==> src/rtl/wishbone_master_arbiter_if.sv <==
// Bus bundle joining N Wishbone masters, the round-robin arbiter and the bridge slave port.
// The master modport is the arbiter's view. The slave modport is the environment's view (the masters plus the bridge).
interface wishbone_master_arbiter_if #(
    parameter int p_num_masters = 2
);
    logic [p_num_masters-1:0]       m_cyc_i;
    logic [p_num_masters-1:0]       m_stb_i;
    logic [p_num_masters-1:0]       m_we_i;
    logic [p_num_masters-1:0][3:0]  m_sel_i;
    logic [p_num_masters-1:0][31:0] m_adr_i;
    logic [p_num_masters-1:0][31:0] m_dat_i;
    logic [p_num_masters-1:0]       m_ack_o;
    logic [p_num_masters-1:0][31:0] m_dat_o;

    logic        s_cyc_o;
    logic        s_stb_o;
    logic        s_we_o;
    logic [3:0]  s_sel_o;
    logic [31:0] s_adr_o;
    logic [31:0] s_dat_o;
    logic        s_ack_i;
    logic [31:0] s_dat_i;

    modport master (
        input  m_cyc_i, m_stb_i, m_we_i, m_sel_i, m_adr_i, m_dat_i, s_ack_i, s_dat_i,
        output m_ack_o, m_dat_o, s_cyc_o, s_stb_o, s_we_o, s_sel_o, s_adr_o, s_dat_o
    );

    modport slave (
        output m_cyc_i, m_stb_i, m_we_i, m_sel_i, m_adr_i, m_dat_i, s_ack_i, s_dat_i,
        input  m_ack_o, m_dat_o, s_cyc_o, s_stb_o, s_we_o, s_sel_o, s_adr_o, s_dat_o
    );
endinterface

==> src/rtl/wishbone_master_arbiter.sv <==
// Round-robin arbiter that gives the bridge slave port to one master per bus cycle. Grant lands 1 cycle after cyc and stays locked until the master drops cyc.
// The WISHBONE_ARB_TIMEOUT_EN define adds a forced ack when stb stalls. Without it, a stalled slave holds the grant forever.
module wishbone_master_arbiter #(
    parameter int p_num_masters    = 2,
    parameter int p_timeout_cycles = 16
) (
    input  logic                     i_clk,
    input  logic                     i_rst_n,
    wishbone_master_arbiter_if.master bus,
    output logic [p_num_masters-1:0] o_grant,
    output logic                     o_timeout
);
    localparam int W = (p_num_masters > 1) ? $clog2(p_num_masters) : 1;
    localparam logic [0:0] ST_IDLE = 1'b0;
    localparam logic [0:0] ST_BUSY = 1'b1;

    logic [0:0]               r_state;
    logic [p_num_masters-1:0] r_grant;
    logic [W-1:0]             r_gidx;
    logic [W-1:0]             r_last_idx;
    logic [W-1:0]             w_win_idx;
    logic                     w_any_req;
    logic                     w_busy;
    logic                     w_timeout;

    assign w_busy  = (r_state == ST_BUSY);
    assign o_grant = r_grant;

    // Search downward so the nearest requester after r_last_idx is written last and wins.
    always_comb begin
        w_any_req = 1'b0;
        w_win_idx = '0;
        for (int k = p_num_masters; k >= 1; k--) begin
            if (bus.m_cyc_i[(int'(r_last_idx) + k) % p_num_masters]) begin
                w_any_req = 1'b1;
                w_win_idx = W'((int'(r_last_idx) + k) % p_num_masters);
            end
        end
    end

    always_ff @(posedge i_clk or negedge i_rst_n) begin
        if (!i_rst_n) begin
            r_state    <= ST_IDLE;
            r_grant    <= '0;
            r_gidx     <= '0;
            r_last_idx <= W'(p_num_masters - 1);
        end else begin
            case (r_state)
                ST_IDLE: begin
                    if (w_any_req) begin
                        r_state <= ST_BUSY;
                        r_gidx  <= w_win_idx;
                        r_grant <= {{(p_num_masters-1){1'b0}}, 1'b1} << w_win_idx;
                    end
                end
                default: begin
                    if (!bus.m_cyc_i[r_gidx]) begin
                        r_state    <= ST_IDLE;
                        r_last_idx <= r_gidx;
                        r_grant    <= '0;
                    end
                end
            endcase
        end
    end

    always_comb begin
        bus.s_cyc_o = 1'b0;
        bus.s_stb_o = 1'b0;
        bus.s_we_o  = 1'b0;
        bus.s_sel_o = '0;
        bus.s_adr_o = '0;
        bus.s_dat_o = '0;
        if (w_busy) begin
            bus.s_cyc_o = bus.m_cyc_i[r_gidx];
            bus.s_stb_o = bus.m_stb_i[r_gidx];
            bus.s_we_o  = bus.m_we_i[r_gidx];
            bus.s_sel_o = bus.m_sel_i[r_gidx];
            bus.s_adr_o = bus.m_adr_i[r_gidx];
            bus.s_dat_o = bus.m_dat_i[r_gidx];
        end
    end

    always_comb begin
        bus.m_ack_o = '0;
        bus.m_dat_o = '0;
        if (w_busy) begin
            bus.m_ack_o[r_gidx] = (bus.s_ack_i & bus.m_stb_i[r_gidx]) | w_timeout;
            bus.m_dat_o[r_gidx] = w_timeout ? 32'hDEAD_BEEF : bus.s_dat_i;
        end
    end

`ifdef WISHBONE_ARB_TIMEOUT_EN
    logic [7:0] r_to_cnt;

    // The forced ack fires on the p_timeout_cycles-th stalled beat, so it compares against the count minus one.
    assign w_timeout = w_busy & bus.m_stb_i[r_gidx] & ~bus.s_ack_i &
                       (r_to_cnt == 8'(p_timeout_cycles - 1));

    always_ff @(posedge i_clk or negedge i_rst_n) begin
        if (!i_rst_n) begin
            r_to_cnt <= '0;
        end else if (!w_busy || bus.s_ack_i || w_timeout) begin
            r_to_cnt <= '0;
        end else if (bus.m_stb_i[r_gidx]) begin
            r_to_cnt <= r_to_cnt + 8'd1;
        end
    end
`else
    logic w_unused_to_cfg;
    assign w_unused_to_cfg = ^8'(p_timeout_cycles);
    assign w_timeout       = 1'b0;
`endif

    assign o_timeout = w_timeout;
endmodule

==> src/flat_wrapper.sv <==
// flat-port wrapper written by rule: the top's interface ports become plain ports
module wishbone_master_arbiter_flat 
#(
    parameter int p_num_masters    = 2,
    parameter int p_timeout_cycles = 16
)
  (i_clk, i_rst_n, o_grant, o_timeout, bus_m_cyc_i, bus_m_stb_i, bus_m_we_i, bus_m_sel_i, bus_m_adr_i, bus_m_dat_i, bus_s_ack_i, bus_s_dat_i, bus_m_ack_o, bus_m_dat_o, bus_s_cyc_o, bus_s_stb_o, bus_s_we_o, bus_s_sel_o, bus_s_adr_o, bus_s_dat_o);
  wishbone_master_arbiter_if #(.p_num_masters(p_num_masters)) bus_i ();
  input  logic i_clk;
  input  logic i_rst_n;
  output logic [p_num_masters-1:0] o_grant;
  output logic o_timeout;
  input wire logic [$bits(bus_i.m_cyc_i)-1:0] bus_m_cyc_i;
  input wire logic [$bits(bus_i.m_stb_i)-1:0] bus_m_stb_i;
  input wire logic [$bits(bus_i.m_we_i)-1:0] bus_m_we_i;
  input wire logic [$bits(bus_i.m_sel_i)-1:0] bus_m_sel_i;
  input wire logic [$bits(bus_i.m_adr_i)-1:0] bus_m_adr_i;
  input wire logic [$bits(bus_i.m_dat_i)-1:0] bus_m_dat_i;
  input wire logic [$bits(bus_i.s_ack_i)-1:0] bus_s_ack_i;
  input wire logic [$bits(bus_i.s_dat_i)-1:0] bus_s_dat_i;
  output wire logic [$bits(bus_i.m_ack_o)-1:0] bus_m_ack_o;
  output wire logic [$bits(bus_i.m_dat_o)-1:0] bus_m_dat_o;
  output wire logic [$bits(bus_i.s_cyc_o)-1:0] bus_s_cyc_o;
  output wire logic [$bits(bus_i.s_stb_o)-1:0] bus_s_stb_o;
  output wire logic [$bits(bus_i.s_we_o)-1:0] bus_s_we_o;
  output wire logic [$bits(bus_i.s_sel_o)-1:0] bus_s_sel_o;
  output wire logic [$bits(bus_i.s_adr_o)-1:0] bus_s_adr_o;
  output wire logic [$bits(bus_i.s_dat_o)-1:0] bus_s_dat_o;
  assign bus_i.m_cyc_i = bus_m_cyc_i;
  assign bus_i.m_stb_i = bus_m_stb_i;
  assign bus_i.m_we_i = bus_m_we_i;
  assign bus_i.m_sel_i = bus_m_sel_i;
  assign bus_i.m_adr_i = bus_m_adr_i;
  assign bus_i.m_dat_i = bus_m_dat_i;
  assign bus_i.s_ack_i = bus_s_ack_i;
  assign bus_i.s_dat_i = bus_s_dat_i;
  assign bus_m_ack_o = bus_i.m_ack_o;
  assign bus_m_dat_o = bus_i.m_dat_o;
  assign bus_s_cyc_o = bus_i.s_cyc_o;
  assign bus_s_stb_o = bus_i.s_stb_o;
  assign bus_s_we_o = bus_i.s_we_o;
  assign bus_s_sel_o = bus_i.s_sel_o;
  assign bus_s_adr_o = bus_i.s_adr_o;
  assign bus_s_dat_o = bus_i.s_dat_o;
  wishbone_master_arbiter #(.p_num_masters(p_num_masters), .p_timeout_cycles(p_timeout_cycles)) u_core (.i_clk(i_clk), .i_rst_n(i_rst_n), .bus(bus_i), .o_grant(o_grant), .o_timeout(o_timeout));
endmodule
==> config.mk <==
export PLATFORM = sky130hd
export DESIGN_NAME = wishbone_master_arbiter_flat
export DESIGN_NICKNAME = d
export VERILOG_FILES = /design/src/rtl/wishbone_master_arbiter_if.sv /design/src/rtl/wishbone_master_arbiter.sv /design/src/flat_wrapper.sv
export SDC_FILE = /design/constraint.sdc
export NUM_CORES = 1
export LEC_CHECK = 0
export BUFFER_PORTS_ARGS = -buffer_cell sky130_fd_sc_hd__buf_4
export CAP_MARGIN = 15
export CORE_AREA = 5 5 122 124
export CTS_BUF_LIST = sky130_fd_sc_hd__clkbuf_16
export CTS_CLUSTER_DIAMETER = 40
export CTS_CLUSTER_SIZE = 30
export DETAILED_ROUTE_END_ITERATION = 8
export DIE_AREA = 0 0 127 129
export SYNTH_ARGS = -nofsm -noshare
export SYNTH_HDL_FRONTEND = slang
export SYNTH_SLANG_ARGS = --single-unit
==> constraint.sdc <==
create_clock -name i_clk -period 1.5 [get_ports i_clk]
set_input_delay 0.225 -clock i_clk [delete_from_list [all_inputs] [get_ports i_clk]]
set_output_delay 0.225 -clock i_clk [all_outputs]
set_load 0.01 [all_outputs]
======== After elaboration in Yosys (flattened, before gate mapping) ========
Index checks and enable logic that the tools add are counted.
storage, ports and cells
  flip-flop bits (word level) ............. 5
  latch bits .............................. 0
  memory bits (writable) .................. 0
  ROM bits ................................ 0
  bits of input ports ..................... 177
  output and inout port bits .............. 140
  word-level logic and storage cells ...... 64
  memories kept ........................... 0
cells by class
  add/sub/neg operators ................... 2
  multiply operators ...................... 0
  div/mod/pow operators ................... 0
  order comparisons ....................... 4
  equality and inequality tests ........... 1
  shift-type cells ........................ 1
  multiplexer cells ....................... 40
  bitwise operators ....................... 7
  reductions and logical operators ........ 5
operators by type and width
  operator             count
  $mux 32              7
  $and 64x64->64       1
  $mux 64              1
  $demux 32 s1         1
  $mux 1               23
  $mux 4               3
  $mux 2               4
  $lt 2x3->1 const B   2
  $reduce_and 2->1     3
  $add 1x1->1 const B  2
  $and 1x1->1 const A  2
  $and 2x2->2          1
  $lt 1x2->1 const B   1
  $ne 2x2->1 const B   1
  $not 1->1            2
  $reduce_bool 2->1    1
  $shl 1x1->2 const A  1
  $and 1x1->1          1
  $demux 1 s1          1
  $ge 1x1->1 const B   1
  $logic_and 1x1->1    1

======== Longest topological paths before layout ========
Gate-level depths: netlist of run 1.
  depth after elaboration ................. 10
  gate-level depth with buffers ........... 5
  gate-level depth less buffers ........... 3

======== Worst setup path after synthesis of run 1 ========
OpenSTA, ideal clock, no wires.
  path kind ............................... register -> output
  start ................................... register u_core.r_gidx
  end ..................................... output bus_s_adr_o[24]
  data arrival time ....................... 1.034 ns
  data required time ...................... 1.275 ns
  path slack .............................. 0.241 ns
  cell stages (with the launch flop) ...... 6
  path buffers ............................ 3
  path through ............................ dfrtp_1 > buf_6 > buf_8 > buf_8 > mux2i_1 > nor2_1
between the ends
  word-level cells in the longest chain between the ends .. 3
ends and longest elaborated chain
  what                                        line                           text
  from (decl)                                 wishbone_master_arbiter.sv:19  logic [W-1:0] r_gidx;
  from (signal assigned)                      wishbone_master_arbiter.sv:52  r_gidx <= w_win_idx;
  $mux 32 (implied by the code) (2 in a row)  wishbone_master_arbiter.sv:79  bus.s_adr_o = bus.m_adr_i[r_gidx];
  $mux 32                                     wishbone_master_arbiter.sv:74  if (w_busy) begin
  to (decl)                                   flat_wrapper.sv:27             output wire logic [$bits(bus_i.s_adr_o)-1:0] bus_s_adr_o;
Every way passes these cells. The select of a mux whose other input is x is not followed.

======== Worst setup path after layout of run 1 ========
  start ................................... register u_core.r_gidx
  end ..................................... output bus_m_dat_o[61]
between the ends
  word-level cells in the longest chain between the ends .. 6
  elaborated cells between the ends (all ways) .. 7
  those cells by class .................... 2 x order compare; 3 x mux; 1 x bitwise; 1 x reduce/logical
ends and longest elaborated chain
  what                                                                   line                           text
  $lt 1x2->1 (implied by the code) / $ge 1x1->1 (equally long branches)  wishbone_master_arbiter.sv:89  bus.m_dat_o[r_gidx] = w_timeout ? 32'hDEAD_BEEF : bus.s_dat_i;
  $logic_and 1x1->1 (implied by the code)                                wishbone_master_arbiter.sv:89
  $mux 32                                                                wishbone_master_arbiter.sv:89
  $demux 32 s1 *                                                         --
  $and 64x64->64 (no source line) *                                      --
  $mux 64 *                                                              wishbone_master_arbiter.sv:87  if (w_busy) begin
  to (decl)                                                              flat_wrapper.sv:22             output wire logic [$bits(bus_i.m_dat_o)-1:0] bus_m_dat_o;
Mark *: on every way between the ends. The rest lies on a longest branch, timed or not.

==> flow_metrics.env, run 1 <==
export IMPL_cts_buffers=3
export IMPL_finClkSkew_ns=0.000748
export IMPL_p_int_w=0.00296
export IMPL_grt_pass1_vias=2931
export IMPL_die_h_um=129
export IMPL_fin_ws_ns=-0.164
export IMPL_ys_seq_area_share_pct=6.93
export IMPL_grt_pass1_wl_um=15600
export IMPL_antenna_cells=0
export IMPL_arrival_ns=1.44
export IMPL_clock_sinks=5
export IMPL_clkPwrFrac_pct=8.3
export IMPL_cts_root_buf="clkbuf_16"
export IMPL_synthesis_nets=440
export IMPL_cpMostUsedCell="buf_4"
export IMPL_antenna_found_initial=0
export IMPL_io_pins=317
export IMPL_dp_slack_ns=0.0736
export IMPL_synth_seq_cells=5
export IMPL_syn_area_sq_mm=0.00182
export IMPL_h_tree_depth=1
export IMPL_crit_fanout=20
export IMPL_syn_to_final_growth_pct=148
export IMPL_rr_worst_depth=3
export IMPL_overflow=0
export IMPL_synthTopCellsByArea="mux2i_1 39%, nor2_1 15%, and3_1 12%"
export IMPL_routed_via_count=2946
export IMPL_slowest_delay_ns=0.57
export IMPL_post_route_util_pct=33.0
export IMPL_violations="setup timing"
export IMPL_yosys_area_top_type="mux2i_1"
export IMPL_cap_violations=0
export IMPL_grt_setup_unrepaired="true"
export IMPL_drtIter0Drc=56
export IMPL_switching_share_pct=43.0
export IMPL_drv_slew=0
export IMPL_first_pass_iters=4
export IMPL_synth_top_family_by_area="simple AND/OR/NAND/NOR gates"
export IMPL_timing_fmax_mhz=601
export IMPL_dieArea_sq_mm=0.0164
export IMPL_end_kind="primary output"
export IMPL_initial_core_util_pct=13.3
export IMPL_wl_um=10600
export IMPL_critical_path_required_ns=1.27
export IMPL_status="complete, but fails checks"
export IMPL_synthAdderAreaFrac_pct=0
export IMPL_dr_wl_met2_um=5610
export IMPL_wl_per_cell_um=14.2
export IMPL_final_cell_mix="322 x buf_4, 73 x nor2_1, 69 x mux2i_1"
export IMPL_die_width_um=127
export IMPL_slowest_stage="dfrtp_4"
export IMPL_synth_main_ff_cell="dfrtp_1"
export IMPL_p_comb_share_pct=86.0
export IMPL_synthXorXnorAreaFrac_pct=0
export IMPL_drtAntennaViolNets=0
export IMPL_pwr_share_seq_pct=5.7
export IMPL_yosysWarnings=0
export IMPL_syn_inst=263
export IMPL_synth_compound_area_share_pct=2.26
export IMPL_wl_met1_um=4030
export IMPL_synth_simple_gate_area_share_pct=39.7
export IMPL_drt_vias_per_instance=3.93
export IMPL_cts_buffer_depth=2
export IMPL_core_area_sq_mm=0.0137
export IMPL_critical_path_class="reg -> out"
export IMPL_drc_errors=0
export IMPL_hpwl_um=9020
export IMPL_avgSynthCellArea_sq_um=6.93
export IMPL_drive_gt1_share_pct=59.8
export IMPL_synth_edf_count=0
export IMPL_critPathLaunchType="flop"
export IMPL_p_leak_nw=2.62
export IMPL_peakVddDrop_mv=0.568
export IMPL_route_met3_wl_um=924
export IMPL_top_layer="met4"
export IMPL_cts_tree="done"
export IMPL_setup_viol=135
export IMPL_cp_cell_sequence="buf_4, clkbuf_16, and3_1, buf_4"
export IMPL_place_congestion=0.773
export IMPL_port_buffer_count=315
export IMPL_hold_viol=0
export IMPL_whs_path_depth=3
export IMPL_async_flop_share_pct=100
export IMPL_post_synth_top_area_fraction_pct=39.0
export IMPL_fp_row_count=43
export IMPL_fin_nets=747
export IMPL_grt_max_degree=41
export IMPL_grt_usage_pct=11.5
export IMPL_insertion_delay_ns=0.23
export IMPL_path_clk_slew_ns=0.03
export IMPL_final_common_cell="buf_4"
export IMPL_muxShareOfSynthArea_pct=39.7
export IMPL_p_per_area_mw_per_mm2=1150
export IMPL_synth_distinct_cells=25
export IMPL_post_route_period_util_pct=111
export IMPL_hold_path_class="in -> reg"
export IMPL_switching_power_w=0.00223
export IMPL_period_needed_ns=1.66
worst paths after layout:
path,from,endpoint,slack [ns]
max,u_core.r_gidx,bus_m_dat_o[61],-0.16
min,bus_m_cyc_i[0],u_core.r_last_idx,0.30
max reg2reg,u_core.r_gidx,u_core.o_grant[0],0.20
min reg2reg,u_core.o_grant[0],u_core.o_grant[0],0.50
max in group asynchronous,i_rst_n,u_core.r_last_idx,0.96
min in group asynchronous,i_rst_n,u_core.o_grant[0],0.34
area by class of cell:
cell class	instances	area [sq um]
Timing Repair Buffer	330	2560
Fill cell	1496	9150
Sequential cell	5	130
Multi-Input combinational cell	227	1510
Clock buffer	3	75.1
Clock inverter	1	3.75
Tap cell	180	225
Inverter	3	11.3
layer usage:
metal / global-route usage, % / vias up
met5: 0 / -
met3: 2.66 / 6
li1: - / 1494
met1: 14.2 / 1301
met4: 1.83 / 0
met2: 20.9 / 145
registers in the layout, indices dropped and copies added (netlist names):
| signal | count |
|---|---|
| u_core.o_grant | 2 |
| u_core.r_gidx | 1 |
| u_core.r_last_idx | 1 |
| u_core.r_state | 1 |
synthesized netlist by cell type (2+ instances only):
library cell  number
buf_2              4
buf_4              5
clkbuf_1          11
buf_6              2
nor2_1            73
dfrtp_1            4
a21oi_1            2
and2_1            31
clkbuf_2           2
and3_1            34
buf_8              4
mux2i_1           71
nand2_1            4
o21ai_0            3
inv_1              3
repair_timing:
action | CTS | global route
gates cloned | 0 | 1
resized for setup | 1 | 3
setup endpoints to repair | 137 | 137
buffers inserted | 0 | 1
hold buffers | 1 | 0
hold endpoints to repair | 5 | 0
logic make-up (layout without fill, tap and decap cells):
family / count (synthesis) / after routing
flip-flops: 5 / 5
AND/OR/NAND/NOR: 147 / 147
other: 1 / 1
multiplexers: 72 / 72
AO/OA/AOI/OAI: 7 / 7
buffers and inverters: 31 / 337
metrics by stage:
| step | instances | hold slack (ns) | total power [W] | setup TNS [ns] | cell area (sq um) |
|---|---|---|---|---|---|
| detailed placement | 742 | 0.0343 | 0.00472 | 0 | 4380 |
| global placement | 742 | 0.0337 | 0.00473 | 0 | 4380 |
| finish | 749 | 0.298 | 0.00519 | -15.06 | 4520 |
| CTS | 747 | 0.302 | 0.00517 | -15.35 | 4470 |
| floorplan | 263 | -0.0706 | 0.00265 | 0 | 1820 |
| global route | 749 | 0.334 | 0.00561 | -23.93 | 4520 |
worst max-delay path: cells and delay by family (launching register included):
family	cells	cell delay, ns
DFF	1	0.57
buffers and inverters	3	0.48
and+or+nand+nor	1	0.16
power groups by stage:
stage	sequential, W	combinational (W)	clock, W
after CTS	0.000298	0.00444	0.000439
after floorplan	0.000233	0.00242	0
after global placement	0.000289	0.00444	0
after global routing	0.000308	0.00486	0.000444
after detailed placement	0.000298	0.00442	0
final	0.000296	0.00446	0.000432
Note: power is estimated with default switching activity, not from simulation.
==> run 2, diff against run 1 <==
--- a/config.mk
+++ b/config.mk
@@ -15,2 +15,3 @@
 export DIE_AREA = 0 0 127 129
+export PLACE_DENSITY = 0.43
 export SYNTH_ARGS = -nofsm -noshare
--- a/constraint.sdc
+++ b/constraint.sdc
@@ -3,2 +3,2 @@
 set_output_delay 0.225 -clock i_clk [all_outputs]
-set_load 0.01 [all_outputs]
+set_load 0.1 [all_outputs]
==> flow_metrics.env, run 2 (synthesized netlist as in run 1, its figures left out) <==
export IMPL_status="complete, but fails checks"
export IMPL_violations="setup timing"
export IMPL_switching_power_w=0.00977
export IMPL_fin_ws_ns=-0.306
export IMPL_place_congestion=0.855
export IMPL_first_pass_iters=4
export IMPL_dieArea_sq_mm=0.0164
export IMPL_initial_core_util_pct=13.3
export IMPL_slowest_stage="dfrtp_4"
export IMPL_io_pins=317
export IMPL_whs_path_depth=3
export IMPL_syn_to_final_growth_pct=321
export IMPL_die_h_um=129
export IMPL_cts_root_buf="clkbuf_16"
export IMPL_reg2reg_to="u_core.o_grant[0]"
export IMPL_grt_pass1_vias=3364
export IMPL_p_per_area_mw_per_mm2=2150
export IMPL_period_needed_ns=1.81
export IMPL_overflow=0
export IMPL_final_cell_mix="185 x buf_4, 144 x buf_12, 72 x nor2_4"
export IMPL_critPathLaunchType="flop"
export IMPL_cp_cell_sequence="buf_6, nor2_4, buf_12, and3_4, buf_12"
export IMPL_drtIter0Drc=96
export IMPL_hold_path_class="in -> reg"
export IMPL_p_int_w=0.00675
export IMPL_timing_fmax_mhz=554
export IMPL_cts_buffer_depth=2
export IMPL_cap_violations=0
export IMPL_drtAntennaViolNets=0
export IMPL_stdcell_area_sq_mm=0.00767
export IMPL_timing_rr_start="u_core.r_gidx"
export IMPL_fin_nets=769
export IMPL_antenna_cells=0
export IMPL_critical_path_required_ns=1.27
export IMPL_h_tree_depth=1
export IMPL_clock_sinks=5
export IMPL_antenna_found_initial=0
export IMPL_finClkSkew_ns=0.00186
export IMPL_crit_start="u_core.r_gidx"
export IMPL_drv_slew=0
export IMPL_setup_tns_ns=-34.28
export IMPL_rrSetupSlack_ns=0.10
export IMPL_cpMostUsedCell="buf_12"
export IMPL_critical_path_class="reg -> out"
export IMPL_path_clk_slew_ns=0.03
export IMPL_port_buffer_count=315
export IMPL_grt_usage_pct=14.3
export IMPL_drive_gt1_share_pct=95.6
export IMPL_p_leak_nw=3.32
export IMPL_hpwl_um=10300
export IMPL_final_common_cell="buf_4"
export IMPL_peakVddDrop_mv=1.02
export IMPL_fp_row_count=43
export IMPL_hold_viol=0
export IMPL_p_comb_share_pct=95.9
export IMPL_clkPwrFrac_pct=2.6
export IMPL_path_delay_family="flip-flops"
export IMPL_cp_num_buf_inv=3
export IMPL_die_width_um=127
export IMPL_switching_share_pct=59.2
export IMPL_insertion_delay_ns=0.23
export IMPL_arrival_ns=1.58
export IMPL_end_kind="primary output"
export IMPL_drt_vias_per_instance=4.22
export IMPL_largest_reg_flops=2
export IMPL_grt_max_degree=35
export IMPL_hold_path_end="u_core.r_last_idx"
export IMPL_cts_buffers=3
export IMPL_core_area_sq_mm=0.0137
export IMPL_worstHoldStart="bus_m_cyc_i[0]"
export IMPL_crit_fanout=8
export IMPL_rr_worst_depth=5
export IMPL_wl_per_cell_um=19.1
export IMPL_cts_tree="done"
export IMPL_n_fill_cell=1141
export IMPL_grt_setup_unrepaired="true"
export IMPL_routed_via_count=3256
export IMPL_setup_viol=137
export IMPL_wl_um=14700
export IMPL_pwr_share_seq_pct=1.5
export IMPL_post_route_period_util_pct=120
export IMPL_drc_errors=0
export IMPL_placed_area_sq_mm=0.00517
export IMPL_grt_pass1_wl_um=18700
export IMPL_slowest_delay_ns=0.49
[run 2: cell types whose count changed in the layout (fill, tap and decap cells not counted), sizes merged]
cell and delta:
clkbuf +7, buf +15
[run 2: power groups by stage]
stage,registers (W),clock network (W),logic [W]
after floorplan,0.000363,0,0.00929
after global placement,0.000278,0,0.0116
after detailed placement,0.000281,0,0.0116
after CTS,0.000311,0.000435,0.0132
after global routing,0.000258,0.000446,0.0162
final,0.000253,0.000431,0.0158
[run 2: area by class of cell]
type	instances	area, sq um	share of cell area [%]
timing repair buffer	352	4710	61.4
multi-input combinational	227	2510	32.7
inverter	3	18.8	0.245
tap	180	225	2.93
sequential	5	130	1.70
clock inverter	1	3.75	0.0489
clock buffer	3	75.1	0.978
[run 2: metal layers]
metal,GRT usage [%],wire [um],vias to the layer above
li1,-,-,1544
met1,15.0,4880,1538
met2,28.5,8630,160
met3,3.86,1040,14
met4,3.22,171,0
met5,0,0,-
[run 2: tightest hold or removal path: stages]
cell	delay [ns]
buf_4	0.12
o21ai_0	0.07
o21ai_0	0.07
[run 2: worst max-delay path by stage]
| stage | slack, ns | endpoint | depth (start not counted) |
|---|---|---|---|
| after floorplan | -0.21 | bus_m_ack_o[1] | 4 |
| after global placement | -0.21 | bus_s_dat_o[21] | 4 |
| after detailed placement | -0.24 | bus_s_dat_o[24] | 4 |
| after CTS | -0.36 | bus_s_dat_o[27] | 4 |
| after global routing | -0.35 | bus_m_dat_o[25] | 5 |
| final | -0.31 | bus_m_ack_o[0] | 5 |
[run 2: repair_timing]
action                     in CTS  in global routing
hold buffers                    1                  0
pin swaps                       0                 35
setup endpoints to repair     137                137
hold endpoints to repair        5                  0
setup buffers                   1                  5
resized for setup             255                258
cloned                          1                 12
[run 2: metrics by stage]
| step | hold slack, ns | setup slack (ns) | utilization [%] | power [W] | instances |
|---|---|---|---|---|---|
| 6_report | 0.306 | -0.306 | 56.2 | 0.0165 | 771 |
| 5_1_grt | 0.340 | -0.350 | 56.2 | 0.0169 | 771 |
| 4_1_cts | 0.294 | -0.359 | 46.3 | 0.0139 | 755 |
| 3_5_place_dp | 0.0341 | -0.242 | 37.8 | 0.0119 | 748 |
| 3_3_place_gp | 0.0349 | -0.209 | 37.8 | 0.0119 | 748 |
| 2_1_floorplan | -0.0706 | -0.212 | - | 0.00966 | 263 |
